### src/rtl/uart_tx.sv
// 8N1 UART transmitter with a small byte FIFO in front of the shift register.
// Define UART_TX_PARITY_EN to insert an even-parity bit between the data bits and the stop bit.
module uart_tx #(
   parameter int CLK_FREQ   = 12000000,
   parameter int BAUD       = 115200,
   parameter int FIFO_DEPTH = 4
) (
   input  logic       clk,
   input  logic       reset,
   input  logic [7:0] wr_data,
   input  logic       wr_valid,
   output logic       wr_ready,
   output logic       busy,
   output logic       txd
);

   localparam int CLKS_PER_BIT = CLK_FREQ / BAUD;
   localparam int BW = (CLKS_PER_BIT >= 2) ? $clog2(CLKS_PER_BIT) : 1;
   localparam int PW = $clog2(FIFO_DEPTH);
   localparam int CW = PW + 1;
   localparam logic [BW-1:0] BAUD_LAST = BW'(CLKS_PER_BIT - 1);
   localparam logic [CW-1:0] FULL      = CW'(FIFO_DEPTH);

   if (CLKS_PER_BIT < 2) begin : g_bad_baud
      $error("uart_tx: CLK_FREQ / BAUD must be at least 2");
   end
   if (FIFO_DEPTH < 2 || (FIFO_DEPTH & (FIFO_DEPTH - 1)) != 0) begin : g_bad_depth
      $error("uart_tx: FIFO_DEPTH must be a power of 2 and at least 2");
   end

`ifdef UART_TX_PARITY_EN
   typedef enum logic [2:0] {IDLE, START, DATA, PARITY, STOP} state_t;
`else
   typedef enum logic [2:0] {IDLE, START, DATA, STOP} state_t;
`endif

   state_t          state, state_next;
   logic [7:0]      mem [FIFO_DEPTH];
   logic [PW-1:0]   head, tail;
   logic [CW-1:0]   count;
   logic [7:0]      shift, shift_next;
   logic [2:0]      bit_idx, bit_next;
   logic [BW-1:0]   baud_cnt, baud_next;
   logic            txd_q, txd_next;
   logic            push, pop, baud_done;
`ifdef UART_TX_PARITY_EN
   logic            parity_q, parity_next;
`endif

   // Write port: a byte moves on every edge where wr_valid && wr_ready; wr_ready
   // depends only on the registered count, so a same-cycle pop never raises it.
   assign wr_ready  = (count != FULL);
   assign push      = wr_valid && wr_ready;
   assign baud_done = (baud_cnt == BAUD_LAST);
   assign pop       = (count != '0) && ((state == IDLE) || (state == STOP && baud_done));
   assign busy      = (state != IDLE) || (count != '0);
   assign txd       = txd_q;

   always_ff @(posedge clk) begin
      if (reset) state <= IDLE;
      else       state <= state_next;
   end

   always_comb begin
      state_next = state;
      case (state)
         IDLE:  if (count != '0) state_next = START;
         START: if (baud_done) state_next = DATA;
`ifdef UART_TX_PARITY_EN
         DATA:   if (baud_done && bit_idx == 3'd7) state_next = PARITY;
         PARITY: if (baud_done) state_next = STOP;
`else
         DATA:  if (baud_done && bit_idx == 3'd7) state_next = STOP;
`endif
         STOP:  if (baud_done) state_next = (count != '0) ? START : IDLE;
         default: state_next = IDLE;
      endcase
   end

   // txd is registered from the next-state view so the line changes right on the edge.
   always_comb begin
      shift_next = shift;
      bit_next   = bit_idx;
      baud_next  = baud_cnt;
`ifdef UART_TX_PARITY_EN
      parity_next = parity_q;
`endif
      if (pop) begin
         shift_next = mem[head];
         bit_next   = '0;
         baud_next  = '0;
`ifdef UART_TX_PARITY_EN
         parity_next = ^mem[head];
`endif
      end else if (state != IDLE) begin
         baud_next = baud_done ? '0 : baud_cnt + 1'b1;
         if (state == START && baud_done) bit_next = '0;
         if (state == DATA && baud_done) begin
            shift_next = {1'b0, shift[7:1]};
            bit_next   = bit_idx + 1'b1;
         end
      end
      case (state_next)
         IDLE:   txd_next = 1'b1;
         START:  txd_next = 1'b0;
         DATA:   txd_next = shift_next[0];
`ifdef UART_TX_PARITY_EN
         PARITY: txd_next = parity_next;
`endif
         STOP:   txd_next = 1'b1;
         default: txd_next = 1'b1;
      endcase
   end

   always_ff @(posedge clk) begin
      if (reset) begin
         head     <= '0;
         tail     <= '0;
         count    <= '0;
         shift    <= '0;
         bit_idx  <= '0;
         baud_cnt <= '0;
         txd_q    <= 1'b1;
`ifdef UART_TX_PARITY_EN
         parity_q <= 1'b0;
`endif
      end else begin
         shift    <= shift_next;
         bit_idx  <= bit_next;
         baud_cnt <= baud_next;
         txd_q    <= txd_next;
`ifdef UART_TX_PARITY_EN
         parity_q <= parity_next;
`endif
         if (push) tail <= tail + 1'b1;
         if (pop)  head <= head + 1'b1;
         case ({push, pop})
            2'b10:   count <= count + 1'b1;
            2'b01:   count <= count - 1'b1;
            default: count <= count;
         endcase
      end
   end

   always_ff @(posedge clk) begin
      if (push) mem[tail] <= wr_data;
   end

endmodule
### config.mk
export PLATFORM = sky130hd
export DESIGN_NAME = uart_tx
export DESIGN_NICKNAME = d
export VERILOG_FILES = /design/src/rtl/uart_tx.sv
export SDC_FILE = /design/constraint.sdc
export NUM_CORES = 1
export LEC_CHECK = 0
export BUFFER_PORTS_ARGS = -buffer_cell sky130_fd_sc_hd__buf_4
export CAP_MARGIN = 20
export CORE_MARGIN = 3
export CORE_UTILIZATION = 50
export DETAILED_ROUTE_END_ITERATION = 8
export PLACE_DENSITY_LB_ADDON = 0.05
export RECOVER_POWER = 100
export SLEW_MARGIN = 10
export SYNTH_ARGS = -nofsm -noshare
export SYNTH_HDL_FRONTEND = slang
export SYNTH_SLANG_ARGS = --single-unit
export TNS_END_PERCENT = 50
### constraint.sdc
create_clock -name clk -period 3.7 [get_ports clk]
set_clock_uncertainty 0.2 [all_clocks]
set_input_delay 0.37 -clock clk [delete_from_list [all_inputs] [get_ports clk]]
set_output_delay 0.37 -clock clk [all_outputs]
set_load 0.05 [all_outputs]
-- Yosys cells after proc, flatten, opt, wreduce, memory -nomap -nowiden
Memory sizes are Yosys's and may differ from the RTL's. A register that Yosys moved wholly into a read port is not among the register bits.
Cells that the tools add are included.
W data, S select, Z words.
- add/subtract/negate cells: 6
- eq/ne operators: 10
- multiplexer cells: 18
- reduce and logical (&&, ||, !) cells: 18
- operator list (operator ; number):
    $mux W8 ; 3
    $mux W3 ; 6
    $pmux W3 S4 ; 1
    $eq A3 B2 Y1 const B ; 3
    $reduce_bool A2 Y1 ; 4
    $add A7 B1 Y7 const B ; 1
    $eq A7 B7 Y1 const B ; 1
    $mux W7 ; 1
    $add A3 B1 Y3 const B ; 2
    $eq A3 B1 Y1 const B ; 2
    $logic_and A1 B1 Y1 ; 6
    $pmux W3 S2 ; 1
    $reduce_bool A3 Y1 ; 2
    $add A2 B1 Y2 const B ; 2
    $mux W2 ; 2
    $reduce_and A2 Y1 ; 2
    $eq A3 B3 Y1 const B ; 1
    $logic_not A3 Y1 ; 1
    $mux W1 ; 3
    $ne A3 B3 Y1 const B ; 1
    $sub A3 B1 Y3 const B ; 1
    $eq A2 B1 Y1 const B ; 1
    $eq A2 B2 Y1 const B ; 1
    $logic_or A1 B1 Y1 ; 2
    2 further kinds ; 2
- register bits: 29
- bits in writable memories: 32
- input port bits: 11
- output and inout port bits: 3
- word-level logic and storage cells: 62
- memories: 1
- memory list (memory ; words ; width ; read ports ; clocked after Yosys merged registers in ; wr ports ; RTL line ; text):
    mem ; 4 ; 8 ; 1 ; 1 ; 1 ; 38 ; logic [7:0] mem [FIFO_DEPTH];

-- Longest topological paths before layout
Gate-level depths: netlist of run 1.
- word-level depth: 6
- gate-level depth with buffers: 11
- depth with buffers taken out: 10

-- Least setup slack after synthesis of run 1
No wires, ideal clock.
- path kind: reg2reg
- from: register count[0]
- to: register count[2]
- library setup time: 0.071 ns
- arrival time: 2.487 ns
- setup slack: 0.943 ns
- cell stages (with the launch flop): 10
- path buffers: 0
- period minus slack after synthesis: 2.757 ns
- cells stage by stage: dfxtp_1 or3b_1 and2_1 inv_1 ha_1 inv_1 fa_1 xor2_1 or3_1 a21oi_1
- word-level cells in the longest chain between the ends: 4
- elaborated cells between the ends (all ways): 10
- classes of those cells: 2 x add/sub; 3 x eq/ne; 1 x mux; 4 x reduce/logical
- ends and longest elaborated chain (item ; RTL line ; text):
    from (decl) ; 40 ; logic [CW-1:0] count;
    from (signal assigned) ; 138 ; 2'b10: count <= count + 1'b1;
    from (signal assigned) ; 139 ; 2'b01: count <= count - 1'b1;
    from (signal assigned) ; 140 ; default: count <= count;
    $ne A3 B3 Y1 * ; 52 ; assign wr_ready = (count != FULL);
    via wr_ready ; 12 ; output logic wr_ready,
    $logic_and A1 B1 Y1 * ; 53 ; assign push = wr_valid && wr_ready;
    $eq A2 B1 Y1 / $eq A2 B2 Y1 (equally long branches) ; 137 ; case ({push, pop})
    $pmux W3 S2 / $reduce_bool A2 Y1 (equally long branches) ; -- ;
Mark *: on every way through the listed nets, which the timed path passes. The rest lies on a longest branch.
A chain may end at the register's enable or synchronous reset.

-- Worst setup path after layout of run 1
- from: register baud_cnt[0]
- to: register count[2]
- word-level cells in the longest chain between the ends: 6
- elaborated cells between the ends (all ways): 8
- classes of those cells: 3 x eq/ne; 1 x mux; 4 x reduce/logical
- ends and longest elaborated chain (item ; RTL line ; text):
    from (decl) ; 43 ; logic [BW-1:0] baud_cnt, baud_next;
    from (signal assigned) ; 130 ; baud_cnt <= baud_next;
    $eq A7 B7 Y1 * ; 54 ; assign baud_done = (baud_cnt == BAUD_LAST);
    $logic_and A1 B1 Y1 * ; 55 ; assign pop = (count != '0) && ((state == IDLE) || (state == STOP && baud_done));
    $logic_or A1 B1 Y1 * ; 55 ;
    $logic_and A1 B1 Y1 * ; 55 ;
    $eq A2 B1 Y1 / $eq A2 B2 Y1 (equally long branches) ; 137 ;
    $pmux W3 S2 / $reduce_bool A2 Y1 (equally long branches) ; -- ;
Every way passes the cells marked *; elsewhere a longest branch is shown, timed or not.

==> results.yml, run 1 <==
status:
  status: "complete, no violations"
clocking:
  cts_buffers: 9
  clock-sinks: 63
  cts_root_buf: "clkbuf_8"
  clk_path_buf_depth: 2
  post_cts_resized: 0
  h-tree-depth: 3
  cts.reportedPaths.clkPinSlew_ns: 0.07
  postCtsSetupRepairBufs: 0
  tritoncts: "yes"
  hold_buffers: 0
  clk_latency_ns: 0.33
power:
  leakagePower_nw: 1.01
  p_sw_mw: 0.648
  p_sw_share_pct: 32.6
  power_density_nw_per_um2: 657
  combPwrFrac_pct: 24.0
  vdd_drop_max_mv: 0.328
  internal-power_mw: 1.34
  seq_power_share_pct: 46.8
  p_clk_share_pct: 29.2
synthesis:
  async_flop_share_pct: 0
  synth_fp_nets: 248
  syn_area_um2: 2750
  ys_types: 43
  yosysMostFrequentCell: "edfxtp_1"
  syn_inst: 228
  yosysSeqAreaShare_pct: 57.5
  synthTopCellsByCount: "edfxtp_1 (32), dfxtp_1 (31), nor2_1 (16)"
  synth_top_cell_by_area: "edfxtp_1"
  synth-compound-area-share_pct: 10.5
  synth_edf_count: 32
  synth.area.top_cells: "edfxtp_1 (35%), dfxtp_1 (23%), mux4_2 (6.6%), ha_1 (3.6%), nand3_1 (2.4%)"
  synth_fa_ha_area_share_pct: 4.37
  synth_top_area_share_pct: 35.0
  synth_warnings: 0
  synth-simple-area-share_pct: 13.4
  synthMuxAreaShare_pct: 7.28
  avgSynthCellArea_um2: 12.1
  yosys.area_share.xor_xnor_pct: 3.50
  synth_flop_cell: "edfxtp_1"
  ys_ff_latch: 63
  synth_top_family_by_area: "simple AND/OR/NAND/NOR gates"
timing:
  report.final.slew_viol_count: 0
  slew_headroom_pct: 50.5
  clock.fmax_mhz: 324
  layout_setup_ws_ns: 0.612
  rsz0062_at_grt: "no"
  hold_violations: 0
  timing.hold.ws_ns: 0.0865
  setup_violations: 0
  worst_pin_slew_ns: 0.743
  finalSetupTns_ns: 0
  finalCritPeriodShare_pct: 83.5
  fin_crit_ns: 3.09
placement:
  hpwl_um: 3440
  place_ws_ns: 0.762
  dp_cells: 299
  gp_congestion: 0.832
  io_buffers: 13
global_route:
  antenna_found_initial: 0
  grt.overflow.total: 0
  grt_pass1_vias: 1867
  track_usage_pct: 17.6
  grt_start_max_net_pins: 25
  grt_pass1_wl_um: 8470
job:
  drv_cap: 0
finish:
  area_growth_syn_to_layout_pct: 10.1
  fillers: 434
  fin_cells: 315
  final_net_count: 260
  diodes: 0
  post-route-util_pct: 58.1
  drive_gt1_share_pct: 11.8
routing:
  wl_um: 5040
  drt_pass1_iterations: 4
  num_vias: 1826
  post_drt_wl_per_cell_um: 16.0
  drt-vias-per-instance: 5.80
  route.detailed.drc: 0
  drtAntennaViolNets: 0
  drt_iter0_markers: 96
critical_path:
  critPathRequiredTime_ns: 3.77
  crit_arrival_ns: 3.16
  cp-start-kind: "register"
  critPathKind: "reg2reg"
  critPathCaptureType: "register"
  crit_fanout: 10
die:
  die-area_um2: 6420
  ios: 14
  initial_core_util_pct: 52.8
  die_width_um: 80.1
  design.core.area_um2: 5200
  die_h_um: 80.1
  fp-row-count: 26
hold_path:
  hp-class: "in2reg"
-- per-layer routing --
layer / track usage, % / share of wire [%]
met3: 4.82 / 4.5
met2: 28.6 / 50
met1: 20.4 / 43
met4: 11.5 / 2.7
met5: 0 / 0
-- power groups by stage --
stage / combinational [mW] / sequential [mW] / clock (mW)
finish: 0.478 / 0.930 / 0.581
global route: 0.540 / 0.948 / 0.626
CTS: 0.499 / 0.932 / 0.595
detailed placement: 0.492 / 0.946 / 0
global placement: 0.478 / 0.938 / 0
floorplan: 0.406 / 0.908 / 0
-- state kept, by name, summed over array words and instances (netlist names), named ones only --
register,cells
head,2
shift,8
count,3
tail,2
baud_cnt,7
txd,1
state,3
bit_idx,3
mem,32
-- stage by stage --
step,power [mW],area [um2]
CTS,2.03,3070
floorplan,1.31,2750
global route,2.11,3030
global placement,1.42,2870
finish,1.99,3030
detailed placement,1.44,2870
-- worst paths after layout --
| check | startpoint | cells after the start | to | slack, ns |
|---|---|---|---|---|
| worst min register to register | shift[2] | 2 | shift[1] | 0.27 |
| worst max-delay path | baud_cnt[0] | 10 | count[2] | 0.61 |
| worst min-delay path | wr_data[5] | 1 | mem[2][5] | 0.09 |
| worst max register to register | baud_cnt[0] | 10 | count[2] | 0.61 |
-- cell usage in the layout (no fill, tap or decap), types with 6 or more instances in the layout --
| master | n |
|---|---|
| a21oi_1 | 7 |
| a31oi_1 | 9 |
| clkbuf_1 | 11 |
| dfxtp_1 | 31 |
| ha_1 | 8 |
| inv_1 | 8 |
| clkbuf_8 | 9 |
| mux4_2 | 8 |
| and3_1 | 6 |
| nand2_1 | 13 |
| nand3_1 | 13 |
| nor2_1 | 17 |
| edfxtp_1 | 32 |
| o211ai_1 | 8 |
| xnor2_1 | 7 |
| nor3_1 | 8 |
-- worst max-delay path, stage by stage (launching register included) --
cell and delay [ns]:
dfxtp_1 0.38, ha_1 0.25, nand4_1 0.14, o22a_1 0.32, nor2_1 0.42, ha_1 0.27, inv_1 0.06, fa_1 0.37
xor2_1 0.17, or3_1 0.30, a21oi_1 0.14
-- cell families (layout without fill, tap and decap cells) --
group | Yosys count | in the layout
and+or+nand+nor | 72 | 72
xor gates and xnor gates | 11 | 11
buffers and inverters | 20 | 37
adders and majority gates | 9 | 9
AOI/OAI and AO/OA | 42 | 42
muxes | 10 | 10
other | 1 | 1
DFF | 63 | 63
-- cell type report --
cell class	instances	area [um2]	area share (%)
clock buffer	9	124	4.09
clock inverter	7	72.6	2.40
inverter	8	30.0	0.992
multi-input combinational	145	1070	35.5
sequential	63	1580	52.3
tap	70	87.6	2.89
timing repair buffer	13	56.3	1.86
(Power assumes the default switching activity.)
==> inputs of run 2 (changes only) <==
--- a/config.mk
+++ b/config.mk
@@ -5,6 +5,7 @@
 export SDC_FILE = /design/constraint.sdc
 export NUM_CORES = 1
 export LEC_CHECK = 0
+export ABC_AREA = 1
 export BUFFER_PORTS_ARGS = -buffer_cell sky130_fd_sc_hd__buf_4
 export CAP_MARGIN = 20
 export CORE_MARGIN = 3
==> constraint.sdc (replaced) <==
create_clock -name clk -period 2.55 [get_ports clk]
set_clock_uncertainty 0.2 [all_clocks]
set_input_delay 0.255 -clock clk [delete_from_list [all_inputs] [get_ports clk]]
set_output_delay 0.255 -clock clk [all_outputs]
set_load 0.05 [all_outputs]
==> run 2 against run 1 <==
Count of clock-buffer cells in the layout is the same. Final cell count grew 29%. Fmax grew 35%. Sequential share of layout area shrank 3.3 points. Sequential cell count is the same. Non-clock buffer count grew 17. Register-to-register slack lost 0.35 ns. Utilization grew 2.8 points. Critical path type unchanged. Largest cell class unchanged.
==> results.yml, run 2 <==
critical_path:
  cp-start-kind: "register"
  critPathCaptureType: "register"
  ff2ff_path_depth: 13
  crit_arrival_ns: 2.36
  timing.rr.end: "count[2]"
  crit_end: "count[2]"
  critPathRequiredTime_ns: 2.62
  r2r_slack_ns: 0.26
  critPathKind: "reg2reg"
  timing.rr.start: "baud_cnt[0]"
  crit_fanout: 4
  critPathLaunch: "baud_cnt[0]"
power:
  power_density_nw_per_um2: 869
  vdd_drop_max_mv: 0.683
  leakagePower_nw: 1.21
synthesis:
  synth.area.top_cells: "edfxtp_1 (34%), dfxtp_1 (22%), nand2_1 (6.0%), nor2_1 (5.0%), a21oi_1 (4.6%)"
  synth_flop_cell: "edfxtp_1"
  synth_top_cell_by_area: "edfxtp_1"
  synth_fp_nets: 315
  syn_inst: 295
  syn_area_um2: 2860
  async_flop_share_pct: 0
  ys_ff_latch: 63
  ys_types: 33
  synth_top_area_share_pct: 33.6
  synthTopCellsByCount: "nand2_1 (46), nor2_1 (38), edfxtp_1 (32)"
  avgSynthCellArea_um2: 9.68
  yosysMostFrequentCell: "nand2_1"
  yosysSeqAreaShare_pct: 55.4
  synth_edf_count: 32
  synth_warnings: 0
timing:
  worst_pin_slew_ns: 0.617
  finalSetupTns_ns: 0
  finalCritPeriodShare_pct: 89.7
  hold_violations: 0
  fin_crit_ns: 2.29
  report.final.slew_viol_count: 0
  slew_headroom_pct: 58.9
  rsz0062_at_grt: "no"
  setup_violations: 0
  layout_setup_ws_ns: 0.261
  clock.fmax_mhz: 437
hold_path:
  hp-class: "in2reg"
  hold_start: "wr_valid"
status:
  status: "complete, no violations"
global_route:
  antenna_found_initial: 0
  grt.overflow.total: 0
  grt_start_max_net_pins: 18
  grt_pass1_wl_um: 8910
  track_usage_pct: 18.4
  grt_pass1_vias: 1884
die:
  fp-row-count: 26
  ios: 14
  die_h_um: 81.6
  die_width_um: 81.6
  die-area_um2: 6660
  design.core.area_um2: 5300
  initial_core_util_pct: 53.9
placement:
  hpwl_um: 3600
  io_buffers: 13
  dp_cells: 381
  place_ws_ns: 0.284
  gp_congestion: 0.822
  place_area_um2: 3070
finish:
  largest_register_ffs: 32
  postLayoutCellArea_um2: 3230
  diodes: 0
  fin_cells: 406
  final_net_count: 351
  final_cell_mix: "nand2_1 (48), nor2_1 (40), edfxtp_1 (32)"
  reg_top3: "mem x32, shift x8, baud_cnt x7"
  area_growth_syn_to_layout_pct: 13.1
  mostFrequentLayoutCell: "nand2_1"
  regMostFlops: "mem"
  drive_gt1_share_pct: 14.0
routing:
  drt-vias-per-instance: 5.03
  route.detailed.drc: 0
  num_vias: 2044
  drt_pass1_iterations: 4
  drtAntennaViolNets: 0
  wl_um: 5250
  drt_iter0_markers: 141
  post_drt_wl_per_cell_um: 12.9
clocking:
  post_cts_resized: 0
  clk_latency_ns: 0.34
  cts_root_buf: "clkbuf_8"
  clk_path_buf_depth: 2
  h-tree-depth: 3
  cts.reportedPaths.clkPinSlew_ns: 0.07
  tritoncts: "yes"
  cts_buffers: 9
  clock-sinks: 63
job:
  drv_cap: 0
[run 2: changes by cell type after synthesis, sizes merged, moves of 9 or more]
cell	previous run	this run
nand2	13	54
nor2	17	50
a31oi	9	0
o21ai	2	29
a21oi	7	26
inv	8	27
[run 2: logic make-up after synthesis]
logic type,after synthesis,share of synthesized area [%]
AND/OR/NAND/NOR,124,22.4
AO/OA/AOI/OAI,65,12.8
flip-flops,63,55.4
buffers and inverters,32,4.82
adder cells (fa/ha/maj),9,4.21
XOR/XNOR,1,0.307
other,1,0.131
[run 2: worst min path at each step]
| stage | depth (start not counted) | to | slack (ns) |
|---|---|---|---|
| 3_3_place_gp | 2 | shift[1] | 0.25 |
| 4_1_cts | 3 | tail[1] | 0.19 |
| 3_5_place_dp | 2 | shift[1] | 0.26 |
| 2_1_floorplan | 1 | shift[0] | 0.12 |
| 6_report | 3 | tail[1] | 0.20 |
| 5_1_grt | 3 | tail[1] | 0.23 |
[run 2: power breakdown]
part	total (mW)	leakage (nW)	switching [mW]	internal (mW)
registers	1.28	0.547	0.0636	1.22
clock network	0.750	0.0812	0.400	0.351
logic	0.777	0.586	0.514	0.263
[run 2: stage by stage]
stage	util [%]	total power, mW	hold WS, ns
finish	60.9	2.81	0.196
global route	60.9	3.00	0.230
CTS	62.8	2.89	0.191
detailed placement	57.8	2.13	0.259
global placement	57.8	2.11	0.251
floorplan	-	1.93	0.124
[run 2: critical path: stages, from the launching register on]
cell     delay, ns
dfxtp_1       0.36
ha_1          0.20
nand2_1       0.09
inv_1         0.10
nand3_4       0.10
o21ai_4       0.13
ha_1          0.16
inv_1         0.07
fa_1          0.37
nor2_1        0.11
nor2_1        0.04
nand2_1       0.07
o21ai_0       0.08
a21oi_1       0.13
[run 2: layout make-up]
class                   instances  area [um2]
inverters                      27         101
fillers                       481        2070
well taps                      70        87.6
flip-flops and latches         63        1580
clock buffers                   9         124
repair buffers                 30         188
multi-input cells             200        1100
clock inverters                 7        50.0
[run 2: repair_timing]
action / 4_1_cts / 5_1_grt
buffers inserted: 0 / 0
hold buffers: 9 / 0
hold endpoints to repair: 37 / 0
[run 2: per-layer routing]
metal	part of all wire (%)	GRT usage, %	vias to the layer above
met3	3.5	5.26	8
met5	0	0	-
met4	1.9	8.47	0
li1	-	-	1065
met1	51	25.0	941
met2	44	27.1	30
